==> src/rtl/spi_seq_pkg.sv <==
// rtl/spi_seq_pkg.sv - shared types and constants for the SPI register sequencer
package spi_seq_pkg;

   typedef enum logic [2:0] {
      IDLE,
      CS_SETUP,
      SEND_CMD,
      WAIT_CMD,
      SEND_DATA,
      WAIT_DATA,
      CS_HOLD,
      GAP
   } seq_state_t;

   localparam int         RW_BIT_POS      = 7;
   localparam logic [7:0] READ_DUMMY_BYTE = 8'h00;

   // Counter width able to hold max_val; never narrower than one bit.
   function automatic int cnt_width(input int max_val);
      return (max_val < 1) ? 1 : $clog2(max_val + 1);
   endfunction

endpackage

==> src/rtl/spi_reg_sequencer_if.sv <==
// rtl/spi_reg_sequencer_if.sv - request/response and SPI byte-engine signals of the sequencer
interface spi_reg_sequencer_if;

   logic       i_Req_Valid;
   logic       o_Req_Ready;
   logic       i_Req_Write;
   logic [6:0] i_Req_Addr;
   logic [7:0] i_Req_Wdata;
   logic       o_Rsp_Valid;
   logic [7:0] o_Rsp_Rdata;
   logic [7:0] o_TX_Byte;
   logic       o_TX_DV;
   logic       i_TX_Ready;
   logic       i_RX_DV;
   logic [7:0] i_RX_Byte;
   logic       o_CS_n;
   logic       o_Busy;

   // Sequencer side.
   modport slave (
      input  i_Req_Valid, i_Req_Write, i_Req_Addr, i_Req_Wdata,
      input  i_TX_Ready, i_RX_DV, i_RX_Byte,
      output o_Req_Ready, o_Rsp_Valid, o_Rsp_Rdata,
      output o_TX_Byte, o_TX_DV, o_CS_n, o_Busy
   );

   // Host plus byte-engine side.
   modport master (
      output i_Req_Valid, i_Req_Write, i_Req_Addr, i_Req_Wdata,
      output i_TX_Ready, i_RX_DV, i_RX_Byte,
      input  o_Req_Ready, o_Rsp_Valid, o_Rsp_Rdata,
      input  o_TX_Byte, o_TX_DV, o_CS_n, o_Busy
   );

endinterface

==> src/rtl/spi_seq_delay_cnt.sv <==
// rtl/spi_seq_delay_cnt.sv - loadable down-counter shared by the CS setup, CS hold and gap phases
module spi_seq_delay_cnt #(
   parameter int W = 2
) (
   input  logic         clk,
   input  logic         rst,
   input  logic         load,
   input  logic [W-1:0] load_val,
   output logic         done
);

   logic [W-1:0] cnt;

   // Load wins over counting; the count parks at zero until reloaded.
   always_ff @(posedge clk) begin
      if (rst) begin
         cnt <= '0;
      end else if (load) begin
         cnt <= load_val;
      end else if (cnt != '0) begin
         cnt <= cnt - 1'b1;
      end
   end

   assign done = (cnt == '0);

endmodule

==> src/rtl/spi_reg_sequencer.sv <==
// rtl/spi_reg_sequencer.sv - turns register requests into 2-byte SPI frames on the byte engine
module spi_reg_sequencer
   import spi_seq_pkg::*;
#(
   parameter int CS_SETUP_CLKS = 2,
   parameter int CS_HOLD_CLKS  = 2,
   parameter int IDLE_GAP_CLKS = 4
) (
   input logic                 i_Clk,
   input logic                 i_Rst,
   spi_reg_sequencer_if.slave  bus
);

   localparam int MAX_SH   = (CS_SETUP_CLKS > CS_HOLD_CLKS) ? CS_SETUP_CLKS : CS_HOLD_CLKS;
   localparam int MAX_CLKS = (MAX_SH > IDLE_GAP_CLKS) ? MAX_SH : IDLE_GAP_CLKS;
   localparam int CW       = cnt_width(MAX_CLKS);

   // The counter is loaded with N-1 so a phase of N cycles ends on the cycle it reads zero.
   localparam logic [CW-1:0] SETUP_LD = CW'((CS_SETUP_CLKS > 0) ? CS_SETUP_CLKS - 1 : 0);
   localparam logic [CW-1:0] HOLD_LD  = CW'((CS_HOLD_CLKS  > 0) ? CS_HOLD_CLKS  - 1 : 0);
   localparam logic [CW-1:0] GAP_LD   = CW'((IDLE_GAP_CLKS > 0) ? IDLE_GAP_CLKS - 1 : 0);

   seq_state_t    state, state_nxt;
   logic          req_write_q;
   logic [7:0]    data_byte_q;
   logic [7:0]    tx_byte_q;
   logic          rsp_valid_q;
   logic [7:0]    rsp_rdata_q;

   logic          cnt_load;
   logic [CW-1:0] cnt_val;
   logic          cnt_done;
   logic          accept;
   logic          load_data;
   logic          tx_dv;
   logic          rsp_fire;
   logic          rdata_latch;
   logic [7:0]    cmd_byte;

   spi_seq_delay_cnt #(.W(CW)) u_delay_cnt (
      .clk      (i_Clk),
      .rst      (i_Rst),
      .load     (cnt_load),
      .load_val (cnt_val),
      .done     (cnt_done)
   );

   // Next state, counter loads and strobes; zero-length phases are bypassed entirely.
   always_comb begin
      state_nxt   = state;
      cnt_load    = 1'b0;
      cnt_val     = '0;
      accept      = 1'b0;
      load_data   = 1'b0;
      tx_dv       = 1'b0;
      rsp_fire    = 1'b0;
      rdata_latch = 1'b0;
      cmd_byte    = {1'b0, bus.i_Req_Addr};
      cmd_byte[RW_BIT_POS] = bus.i_Req_Write;

      case (state)
         IDLE: begin
            if (bus.i_Req_Valid) begin
               accept = 1'b1;
               if (CS_SETUP_CLKS > 0) begin
                  state_nxt = CS_SETUP;
                  cnt_load  = 1'b1;
                  cnt_val   = SETUP_LD;
               end else begin
                  state_nxt = SEND_CMD;
               end
            end
         end
         CS_SETUP: begin
            if (cnt_done) state_nxt = SEND_CMD;
         end
         SEND_CMD: begin
            if (bus.i_TX_Ready) begin
               tx_dv     = 1'b1;
               state_nxt = WAIT_CMD;
            end
         end
         WAIT_CMD: begin
            if (bus.i_RX_DV) begin
               load_data = 1'b1;
               state_nxt = SEND_DATA;
            end
         end
         SEND_DATA: begin
            if (bus.i_TX_Ready) begin
               tx_dv     = 1'b1;
               state_nxt = WAIT_DATA;
            end
         end
         WAIT_DATA: begin
            if (bus.i_RX_DV) begin
               rdata_latch = !req_write_q;
               if (CS_HOLD_CLKS > 0) begin
                  state_nxt = CS_HOLD;
                  cnt_load  = 1'b1;
                  cnt_val   = HOLD_LD;
               end else begin
                  rsp_fire = 1'b1;
                  if (IDLE_GAP_CLKS > 0) begin
                     state_nxt = GAP;
                     cnt_load  = 1'b1;
                     cnt_val   = GAP_LD;
                  end else begin
                     state_nxt = IDLE;
                  end
               end
            end
         end
         CS_HOLD: begin
            if (cnt_done) begin
               rsp_fire = 1'b1;
               if (IDLE_GAP_CLKS > 0) begin
                  state_nxt = GAP;
                  cnt_load  = 1'b1;
                  cnt_val   = GAP_LD;
               end else begin
                  state_nxt = IDLE;
               end
            end
         end
         GAP: begin
            if (cnt_done) state_nxt = IDLE;
         end
         default: state_nxt = IDLE;
      endcase
   end

   // State register plus frame bytes and response capture.
   always_ff @(posedge i_Clk) begin
      if (i_Rst) begin
         state       <= IDLE;
         req_write_q <= 1'b0;
         data_byte_q <= 8'h00;
         tx_byte_q   <= 8'h00;
         rsp_valid_q <= 1'b0;
         rsp_rdata_q <= 8'h00;
      end else begin
         state       <= state_nxt;
         rsp_valid_q <= rsp_fire;
         if (accept) begin
            req_write_q <= bus.i_Req_Write;
            data_byte_q <= bus.i_Req_Write ? bus.i_Req_Wdata : READ_DUMMY_BYTE;
            tx_byte_q   <= cmd_byte;
         end else if (load_data) begin
            tx_byte_q <= data_byte_q;
         end
         if (rdata_latch) rsp_rdata_q <= bus.i_RX_Byte;
      end
   end

   assign bus.o_Req_Ready = (state == IDLE);
   assign bus.o_Busy      = (state != IDLE);
   assign bus.o_CS_n      = (state == IDLE) || (state == GAP);
   assign bus.o_TX_DV     = tx_dv;
   assign bus.o_TX_Byte   = tx_byte_q;
   assign bus.o_Rsp_Valid = rsp_valid_q;
   assign bus.o_Rsp_Rdata = rsp_rdata_q;

endmodule
==> src/flat_wrapper.sv <==
// flat-port wrapper written by rule: the top's interface ports become plain ports
module spi_reg_sequencer_flat import spi_seq_pkg::*;
#(
   parameter int CS_SETUP_CLKS = 2,
   parameter int CS_HOLD_CLKS  = 2,
   parameter int IDLE_GAP_CLKS = 4
)
  (i_Clk, i_Rst, bus_i_Req_Valid, bus_i_Req_Write, bus_i_Req_Addr, bus_i_Req_Wdata, bus_i_TX_Ready, bus_i_RX_DV, bus_i_RX_Byte, bus_o_Req_Ready, bus_o_Rsp_Valid, bus_o_Rsp_Rdata, bus_o_TX_Byte, bus_o_TX_DV, bus_o_CS_n, bus_o_Busy);
  spi_reg_sequencer_if bus_i ();
  input logic i_Clk;
  input logic i_Rst;
  input wire logic [$bits(bus_i.i_Req_Valid)-1:0] bus_i_Req_Valid;
  input wire logic [$bits(bus_i.i_Req_Write)-1:0] bus_i_Req_Write;
  input wire logic [$bits(bus_i.i_Req_Addr)-1:0] bus_i_Req_Addr;
  input wire logic [$bits(bus_i.i_Req_Wdata)-1:0] bus_i_Req_Wdata;
  input wire logic [$bits(bus_i.i_TX_Ready)-1:0] bus_i_TX_Ready;
  input wire logic [$bits(bus_i.i_RX_DV)-1:0] bus_i_RX_DV;
  input wire logic [$bits(bus_i.i_RX_Byte)-1:0] bus_i_RX_Byte;
  output wire logic [$bits(bus_i.o_Req_Ready)-1:0] bus_o_Req_Ready;
  output wire logic [$bits(bus_i.o_Rsp_Valid)-1:0] bus_o_Rsp_Valid;
  output wire logic [$bits(bus_i.o_Rsp_Rdata)-1:0] bus_o_Rsp_Rdata;
  output wire logic [$bits(bus_i.o_TX_Byte)-1:0] bus_o_TX_Byte;
  output wire logic [$bits(bus_i.o_TX_DV)-1:0] bus_o_TX_DV;
  output wire logic [$bits(bus_i.o_CS_n)-1:0] bus_o_CS_n;
  output wire logic [$bits(bus_i.o_Busy)-1:0] bus_o_Busy;
  assign bus_i.i_Req_Valid = bus_i_Req_Valid;
  assign bus_i.i_Req_Write = bus_i_Req_Write;
  assign bus_i.i_Req_Addr = bus_i_Req_Addr;
  assign bus_i.i_Req_Wdata = bus_i_Req_Wdata;
  assign bus_i.i_TX_Ready = bus_i_TX_Ready;
  assign bus_i.i_RX_DV = bus_i_RX_DV;
  assign bus_i.i_RX_Byte = bus_i_RX_Byte;
  assign bus_o_Req_Ready = bus_i.o_Req_Ready;
  assign bus_o_Rsp_Valid = bus_i.o_Rsp_Valid;
  assign bus_o_Rsp_Rdata = bus_i.o_Rsp_Rdata;
  assign bus_o_TX_Byte = bus_i.o_TX_Byte;
  assign bus_o_TX_DV = bus_i.o_TX_DV;
  assign bus_o_CS_n = bus_i.o_CS_n;
  assign bus_o_Busy = bus_i.o_Busy;
  spi_reg_sequencer #(.CS_SETUP_CLKS(CS_SETUP_CLKS), .CS_HOLD_CLKS(CS_HOLD_CLKS), .IDLE_GAP_CLKS(IDLE_GAP_CLKS)) u_core (.i_Clk(i_Clk), .i_Rst(i_Rst), .bus(bus_i));
endmodule
==> config.mk <==
export PLATFORM = sky130hd
export DESIGN_NAME = spi_reg_sequencer_flat
export DESIGN_NICKNAME = d
export VERILOG_FILES = /design/src/rtl/spi_seq_pkg.sv /design/src/rtl/spi_reg_sequencer_if.sv /design/src/rtl/spi_seq_delay_cnt.sv /design/src/rtl/spi_reg_sequencer.sv /design/src/flat_wrapper.sv
export SDC_FILE = /design/constraint.sdc
export NUM_CORES = 1
export LEC_CHECK = 0
export BUFFER_PORTS_ARGS = -buffer_cell sky130_fd_sc_hd__buf_2
export CORE_AREA = 2 2 56 58
export CTS_CLUSTER_SIZE = 30
export DETAILED_ROUTE_END_ITERATION = 12
export DIE_AREA = 0 0 58 60
export PLACE_DENSITY = 0.8
export SYNTH_ARGS = -nofsm -noshare
export SYNTH_HDL_FRONTEND = slang
export SYNTH_SLANG_ARGS = --single-unit
==> constraint.sdc <==
create_clock -name i_Clk -period 4 [get_ports i_Clk]
set_input_delay 0.8 -clock i_Clk [delete_from_list [all_inputs] [get_ports i_Clk]]
set_output_delay 0.8 -clock i_Clk [all_outputs]
set_load 0.005 [all_outputs]
==> results of run 1 <==
[per-layer routing]
| layer | GRT usage [%] | part of all wire [%] | up-vias |
|---|---|---|---|
| met3 | 9.52 | 7.5 | 2 |
| li1 | - | - | 664 |
| met5 | 0 | 0 | - |
| met1 | 24.7 | 49 | 582 |
| met4 | 5.98 | 0.78 | 0 |
| met2 | 30.0 | 43 | 40 |
[metrics by stage]
step | utilization, % | cells | area (µm²) | power [mW] | hold slack [ns]
after floorplan | - | 165 | 1480 | 0.789 | 0.440
after global placement | 58.4 | 235 | 1690 | 0.871 | 0.453
after detailed placement | 58.4 | 235 | 1690 | 0.881 | 0.457
after CTS | 60.5 | 243 | 1760 | 1.08 | 0.470
after global routing | 60.5 | 243 | 1760 | 1.16 | 0.499
final | 60.5 | 243 | 1760 | 1.06 | 0.472
[flip-flops by register name, indices dropped and copies added, names as in the netlist]
register and cells:
u_core.state 3, u_core.bus.o_TX_Byte 8, u_core.bus.o_Rsp_Valid 1, u_core.data_byte_q 8, u_core.req_write_q 1, u_core.u_delay_cnt.cnt 3
u_core.bus.o_Rsp_Rdata 8
[worst max-delay path: stages (launching register included)]
cell,delay [ns]
dfxtp_1,0.77
nor3_2,0.14
inv_1,0.09
nand2_1,0.04
buf_2,0.12
[area by class of cell]
cell class	count	share of cell area, %
Clock buffer	6	2.92
Clock inverter	2	0.570
Inverter	4	0.855
Multi-Input combinational cell	116	42.4
Sequential cell	32	36.5
Tap cell	33	2.35
Timing Repair Buffer	50	14.4
[cell usage in the layout, fill, tap and decap left out, types with 2 or more instances in the layout]
| master | Yosys | layout |
|---|---|---|
| buf_2 | 3 | 49 |
| or4b_1 | 2 | 2 |
| ha_1 | 2 | 2 |
| xnor2_1 | 2 | 2 |
| nand3b_1 | 3 | 3 |
| clkbuf_4 | 0 | 5 |
| nor3b_1 | 2 | 2 |
| clkinv_2 | 0 | 2 |
| a21oi_1 | 14 | 14 |
| mux2i_1 | 9 | 9 |
| a311oi_1 | 6 | 6 |
| nand3_1 | 3 | 3 |
| nand2b_1 | 2 | 2 |
| nor2b_1 | 2 | 2 |
| nand2_1 | 26 | 26 |
| dfxtp_1 | 32 | 32 |
| inv_1 | 4 | 4 |
| nor2_1 | 22 | 22 |
[cell families after synthesis]
logic type | Yosys count | share of synthesized area [%]
AOI/OAI and AO/OA | 31 | 15.3
xor gates and xnor gates | 2 | 1.18
adders and majority gates | 2 | 1.69
muxes | 10 | 7.60
buffers and inverters | 17 | 6.58
DFF | 32 | 43.2
and+or+nand+nor | 71 | 24.5
[synthesized netlist by cell type, types with 2 or more instances]
| cell type | number | area [µm²] |
|---|---|---|
| mux2i_1 | 9 | 90.1 |
| xnor2_1 | 2 | 17.5 |
| inv_1 | 4 | 15.0 |
| nor2_1 | 22 | 82.6 |
| buf_4 | 2 | 15.0 |
| ha_1 | 2 | 25.0 |
| a311oi_1 | 6 | 52.6 |
| nor3b_1 | 2 | 15.0 |
| nand3_1 | 3 | 15.0 |
| nor2b_1 | 2 | 12.5 |
| nand2b_1 | 2 | 12.5 |
| a21oi_1 | 14 | 70.1 |
| buf_6 | 3 | 33.8 |
| dfxtp_1 | 32 | 641 |
| nand2_1 | 26 | 97.6 |
| or4b_1 | 2 | 20.0 |
| nand3b_1 | 3 | 22.5 |
| buf_2 | 3 | 15.0 |
| clkbuf_1 | 5 | 18.8 |
[power by group]
group | internal [mW] | switching [mW] | total, mW
Combinational | 0.201 | 0.218 | 0.419
Sequential | 0.383 | 0.0712 | 0.454
Clock | 0.0835 | 0.107 | 0.190
[worst max-delay path by stage]
stage	end	slack, ns	cells past startpoint
2_1_floorplan	u_core.bus.o_TX_Byte[6]	2.14	5
3_3_place_gp	u_core.bus.o_TX_Byte[7]	1.90	5
3_5_place_dp	u_core.bus.o_TX_Byte[7]	1.83	5
4_1_cts	bus_o_CS_n	1.70	4
5_1_grt	bus_o_CS_n	1.57	4
6_report	bus_o_CS_n	1.72	4
==> results.md, run 1 <==
- Status: completed
- F_max: 438 MHz
- Synth-to-Final Area Change: 18.4%
- Dpl ws: 1.83 ns
- I/O pins: 50
- # setup viols final: 0
- Post-synthesis cell count: 165
- Final TNS setup: 0 ns
- CTS tree: built
- Main flop type after synthesis: dfxtp_1
- Worst Hold Launch: u_core.data_byte_q[2]
- Clock Pin Slew Worst Setup and Hold Paths: 0.09 ns
- Initial DRT Pass Iterations: 4
- Crit-path max FO: 17
- Largest net degree at the start of global routing: 36
- Max-cap violations: 0
- Core area: 0.00290 mm²
- CTS buffer count: 5
- Post-Syn Area: 0.00148 mm²
- Min Clock Period, post-route: 2.28 ns
- Die height: 60 µm
- Max-slew violation total from the final report: 0
- Static Leak: 0.748 nW
- Syn_nets: 196
- Total grt overflow: 0
- First-pass GRT wire length: 5180 µm
- IO buf count: 49
- Storage cell area: 641 µm²
- Clock buffer depth: 2
- PnR worst setup slack: 1.72 ns
- Worst Hold Class: register to register
- Die footprint: 0.00348 mm²
- Critical Path RT: 3.20 ns
- Final WL: 2970 µm
- Post-CTS Setup Inserts: 0
- Initial antenna violation count: 0
- Pwr Density: 606 mW/mm²
- Reg2reg end: u_core.state[0]
- Total GRT Usage: 19.7%
- VDD IR max: 0.361 mV
- RSZ-0062 raised after global routing: false
- Layout cells sized above 1: 31.0%
- Mean Syn Cell Area: 8.99 µm²
- Yosys reg bits: 32
- Worst Setup Start Kind: register
- Worst skew pair latency: 0.33 ns
- Yosys warnings: 0
- Rel. slew slack: 54.6%
- Worst Hold End: u_core.data_byte_q[2]
- Nets: 240
- Crit. End Element: primary output
- Vias in the first global route: 1,146
- Core Rows: 20
- Cts hold-fix bufs: 0
- RR Startpoint: u_core.state[1]
- FILL cells: 278
- Final worst path period share: 57.1%
- Dpl hpwl: 2090 µm
- Vias: 1,288
- DR vias/cell: 5.30
- H-Tree Depth: 2
- Reg2reg path depth: 3
- Detail Route Antenna Nets: 0
- Initial Utilization: 51.1%
- CTS root buf: clkbuf_4
- Crit path from: u_core.state[2]
- Die X-Extent: 58 µm
- Number of diodes: 0
- Area of the multi-input gates: 744 µm²
- Post-synthesis async set-or-reset flop share: 0%
- Yosys cell types: 40
- Sink Count: 32
- DRT iter0 DRCs: 53
- Endpoints failing hold: 0
- Mean routed wirelength per cell: 12.2 µm
- Clock Skews: 0.00948 ns
- CTS resizes: 0
- Seq/Total Area, Yosys: 43.2%
- GPL Wtd Cong: 0.749
- Reg-to-reg slack, setup: 2.06 ns
- Worst Tran Pin Value: 0.680 ns
- DRC: 0
- Arr. time, crit path: 1.48 ns
- Post-synth EDFFs: 0
- Worst Setup Path Type: register to primary output
- Hold path cells: 2
No activity file was read; power rests on OpenSTA's default activity.
==> run 2: changes to the inputs <==
- CORE_AREA: 2 2 56 58 -> 2 2 59 61
- DIE_AREA: 0 0 58 60 -> 0 0 61 63
- PLACE_DENSITY: 0.8 -> 0.73
- clock period: 4 -> 2.3 ns (I/O delays scaled with it)
==> results.md, run 2 (synthesized netlist as in run 1, its figures left out) <==
- Sink Count: 32
- CTS buffer count: 5
- # setup viols final: 0
- Worst Tran Pin Value: 0.688 ns
- DRT iter0 DRCs: 91
- Die footprint: 0.00384 mm²
- Detail Route Antenna Nets: 0
- Critical Path RT: 1.84 ns
- Status: completed
- Clock Skews: 0.00561 ns
- Most frequent cells in the layout: buf_2 (49), dfxtp_1 (32), nand2_1 (26)
- Core area: 0.00323 mm²
- Initial DRT Pass Iterations: 4
- Initial antenna violation count: 0
- Static Leak: 0.752 nW
- Layout cells sized above 1: 31.1%
- GPL Wtd Cong: 0.725
- Die height: 63 µm
- Min Clock Period, post-route: 1.97 ns
- F_max: 508 MHz
- Nets: 242
- Clock Pin Slew Worst Setup and Hold Paths: 0.09 ns
- Rel. slew slack: 54.1%
- VDD IR max: 0.410 mV
- I/O pins: 50
- Crit-path max FO: 17
- Final WL: 3090 µm
- Final TNS setup: 0 ns
- Core Rows: 21
- Post-CTS Setup Inserts: 0
- Mean routed wirelength per cell: 12.0 µm
- IO buf count: 49
- FILL cells: 313
- First-pass GRT wire length: 5330 µm
- Worst Setup Path Type: register to primary output
- Largest net degree at the start of global routing: 36
- Dpl hpwl: 2150 µm
- CTS tree: built
- Worst hold slack: 0.361 ns
- Pwr Density: 1060 mW/mm²
- Clock buffer depth: 2
- Worst Setup Start Kind: register
- Max-slew violation total from the final report: 0
- CTS root buf: clkbuf_4
- Arr. time, crit path: 1.51 ns
- Initial Utilization: 45.9%
- RSZ-0062 raised after global routing: false
- Number of diodes: 0
- Most common cell after layout, fill and taps aside: buf_2
- Final worst path period share: 85.6%
- Worst skew pair latency: 0.33 ns
- Total GRT Usage: 18.1%
- Cts hold-fix bufs: 0
- H-Tree Depth: 2
- Total grt overflow: 0
- Crit. End Element: primary output
- Vias in the first global route: 1,237
- CTS resizes: 0
- DR vias/cell: 5.08
- Die X-Extent: 61 µm
- DRC: 0
- Synth-to-Final Area Change: 20.6%
- Max-cap violations: 0
- Worst Hold Class: input pin to register
- Vias: 1,311
- Endpoints failing hold: 0
## run 2: cell types whose count changed in the layout (fill, tap and decap cells not counted)
| cell | before | now |
|---|---|---|
| clkinvlp_4 | 0 | 1 |
| clkbuf_1 | 0 | 1 |
| buf_4 | 1 | 3 |
| clkinv_2 | 2 | 0 |
## run 2: area by class of cell
class                      instances  area (µm²)  area share (%)
multi-input combinational        116         744            41.6
inverter                           4        15.0           0.840
clock buffer                       7        55.1            3.08
tap                               46        57.6            3.22
clock inverter                     1        7.51           0.420
timing repair buffer              52         268            15.0
sequential                        32         641            35.8
## run 2: per-layer routing
| metal | GRT usage [%] | routed length (µm) | vias up |
|---|---|---|---|
| li1 | - | - | 665 |
| met3 | 6.63 | 205 | 5 |
| met2 | 27.7 | 1420 | 36 |
| met4 | 5.71 | 39 | 0 |
| met5 | 0 | 0 | - |
| met1 | 23.5 | 1420 | 605 |
## run 2: critical path, stage by stage, from the launching register on
cell and delay (ns):
dfxtp_1 0.77, nor3_2 0.14, inv_1 0.10, nand2_1 0.04, buf_2 0.12
## run 2: path summary, 6_finish.rpt
check,slack [ns],cells after the start,end,start
worst max register to register,0.42,4,u_core.bus.o_TX_Byte[6],u_core.state[0]
worst max-delay path,0.33,4,bus_o_CS_n,u_core.state[2]
worst min-delay path,0.36,3,u_core.bus.o_Rsp_Rdata[6],bus_i_RX_Byte[6]
worst min register to register,0.47,2,u_core.data_byte_q[0],u_core.data_byte_q[0]
## run 2: metrics by stage
step | cells | instance area (µm²) | total power [mW] | setup WS, ns | utilization [%]
2_1_floorplan | 165 | 1480 | 1.37 | 0.540 | -
3_3_place_gp | 250 | 1730 | 1.55 | 0.501 | 53.4
3_5_place_dp | 250 | 1730 | 1.56 | 0.451 | 53.4
4_1_cts | 258 | 1790 | 1.91 | 0.320 | 55.3
5_1_grt | 258 | 1790 | 2.05 | 0.205 | 55.3
6_report | 258 | 1790 | 1.89 | 0.332 | 55.3
## run 2: power by group
| part | switching (mW) | leakage (nW) | internal, mW |
|---|---|---|---|
| Sequential | 0.109 | 0.261 | 0.666 |
| Combinational | 0.406 | 0.459 | 0.369 |
| Clock | 0.192 | 0.0315 | 0.150 |
| Total | 0.707 | 0.752 | 1.18 |
==> run 3: changes to the inputs <==
- CORE_AREA: 2 2 59 61 -> 2 2 57 59
- CTS_BUF_LIST: not set -> sky130_fd_sc_hd__clkbuf_8
- DIE_AREA: 0 0 61 63 -> 0 0 59 61
- PLACE_DENSITY: 0.73 -> 0.77
==> results.md, run 3 (synthesized netlist as in run 1, its figures left out) <==
- Die X-Extent: 59 µm
- Dpl hpwl: 2020 µm
- Max-slew violation total from the final report: 0
- Worst Setup Path Type: register to register
- First-pass GRT wire length: 5050 µm
- Largest delay contributor family on the critical path: flip-flops
- CTS tree: built
- Crit. End Element: register
- Clock Pin Slew Worst Setup and Hold Paths: 0.06 ns
- IO buf count: 49
- Detail Route Antenna Nets: 0
- Reg2reg end: u_core.state[0]
- Placed Cells: 236
- DP Area: 0.00170 mm²
- Most frequent cells in the layout: buf_2 (49), dfxtp_1 (32), nand2_1 (26)
- Static Leak: 0.774 nW
- RR Startpoint: u_core.state[1]
- Worst Hold Launch: bus_i_RX_Byte[1]
- Worst Setup Start Kind: register
- Most common cell after layout, fill and taps aside: buf_2
- Dpl ws: 0.402 ns
- Total grt overflow: 0
- VDD IR max: 0.593 mV
- Initial DRT Pass Iterations: 4
- Crit-path max FO: 17
- Rel. slew slack: 53.8%
- Total GRT Usage: 19.0%
- Sink Count: 32
- Layout cells sized above 1: 30.8%
- Final TNS setup: 0 ns
- I/O pins: 50
- CP peak stage delay: 0.73 ns
- GPL Wtd Cong: 0.732
- Hold path cells: 3
- PnR worst setup slack: 0.374 ns
- F_max: 519 MHz
- Arr. time, crit path: 2.15 ns
- Worst Hold Class: input pin to register
- Die footprint: 0.00360 mm²
- CTS root buf: clkbuf_8
- Vias in the first global route: 1,191
- Worst skew pair latency: 0.29 ns
- Final WL: 2970 µm
- Reg-to-reg slack, setup: 0.37 ns
- Final worst path period share: 83.7%
- Design area: 0.00181 mm²
- Post-CTS Setup Inserts: 0
- H-Tree Depth: 2
- Die height: 61 µm
- Endpoints failing hold: 0
- Clock Skews: 0.00228 ns
- Pwr Density: 1140 mW/mm²
- CTS resizes: 0
- Number of diodes: 0
- Worst Tran Pin Value: 0.691 ns
- Min Clock Period, post-route: 1.93 ns
- Fin cells: 244
- Nets: 241
- Worst Hold End: u_core.bus.o_Rsp_Rdata[1]
- Synth-to-Final Area Change: 22.0%
- DR vias/cell: 5.30
- # setup viols final: 0
- Largest net degree at the start of global routing: 36
- Core area: 0.00295 mm²
- Status: completed
- RSZ-0062 raised after global routing: false
- Vias: 1,293
- Core Rows: 20
- Critical Path Slowest Stage Cell: dfxtp_1
- Initial Utilization: 50.2%
- Reg2reg path depth: 3
- DRC: 0
- Cts hold-fix bufs: 0
- CTS buffer count: 5
- DRT iter0 DRCs: 35
- Mean routed wirelength per cell: 12.2 µm
- Initial antenna violation count: 0
- WP depth: 3
- Crit-path cells: mux4_2 -> or4b_1 -> nand4_1
- Critical Path RT: 2.53 ns
- CP Buf/Inv Count: 0
- Clock buffer depth: 2
- Max-cap violations: 0
## run 3: cell count changes in the layout (fill, tap and decap cells not counted)
cell	previous run	this run
clkbuf_4	5	0
inv_1	4	5
clkbuf_1	1	0
clkbuf_8	1	5
clkinvlp_4	1	0
bufinv_16	0	1
buf_4	3	2
clkinv_2	0	1
## run 3: worst max-delay path by stage
| stage | start | to | slack [ns] |
|---|---|---|---|
| 6_report | u_core.state[1] | u_core.state[0] | 0.37 |
| 5_1_grt | u_core.state[1] | u_core.bus.o_TX_Byte[4] | 0.23 |
| 4_1_cts | u_core.state[1] | u_core.state[0] | 0.38 |
| 3_5_place_dp | u_core.state[1] | u_core.state[0] | 0.40 |
| 3_3_place_gp | u_core.state[1] | u_core.state[0] | 0.44 |
| 2_1_floorplan | u_core.u_delay_cnt.cnt[0] | u_core.state[0] | 0.54 |
## run 3: report_power, final
group	leakage, nW	internal [mW]	switching [mW]	total (mW)
sequential	0.261	0.667	0.127	0.794
clock	0.0593	0.317	0.204	0.521
combinational	0.454	0.360	0.383	0.742
total	0.774	1.34	0.714	2.06
## run 3: worst reg2reg max path, stage by stage (launching register included)
cell,delay [ns]
dfxtp_1,0.73
mux4_2,0.60
or4b_1,0.47
nand4_1,0.07
## run 3: area by class of cell
cell class,count,area [µm²]
repair buffers,51,260
multi-input cells,116,744
well taps,33,41.3
fillers,274,1140
clock buffers,5,68.8
flip-flops and latches,32,641
inverters,4,15.0
clock inverters,3,38.8
## run 3: per-stage QoR
step	power [mW]	hold WS (ns)	util, %
2_1_floorplan	1.37	0.440	-
3_3_place_gp	1.53	0.455	57.6
3_5_place_dp	1.54	0.457	57.6
4_1_cts	2.08	0.405	61.3
5_1_grt	2.22	0.412	61.3
6_report	2.06	0.404	61.3
## run 3: per-layer routing
layer	share of wire, %	track usage (%)	vias to the layer above
met5	0	0	-
met4	1.5	11.7	0
met3	5.5	5.54	6
met2	46	28.6	29
met1	47	24.0	600
li1	-	-	658
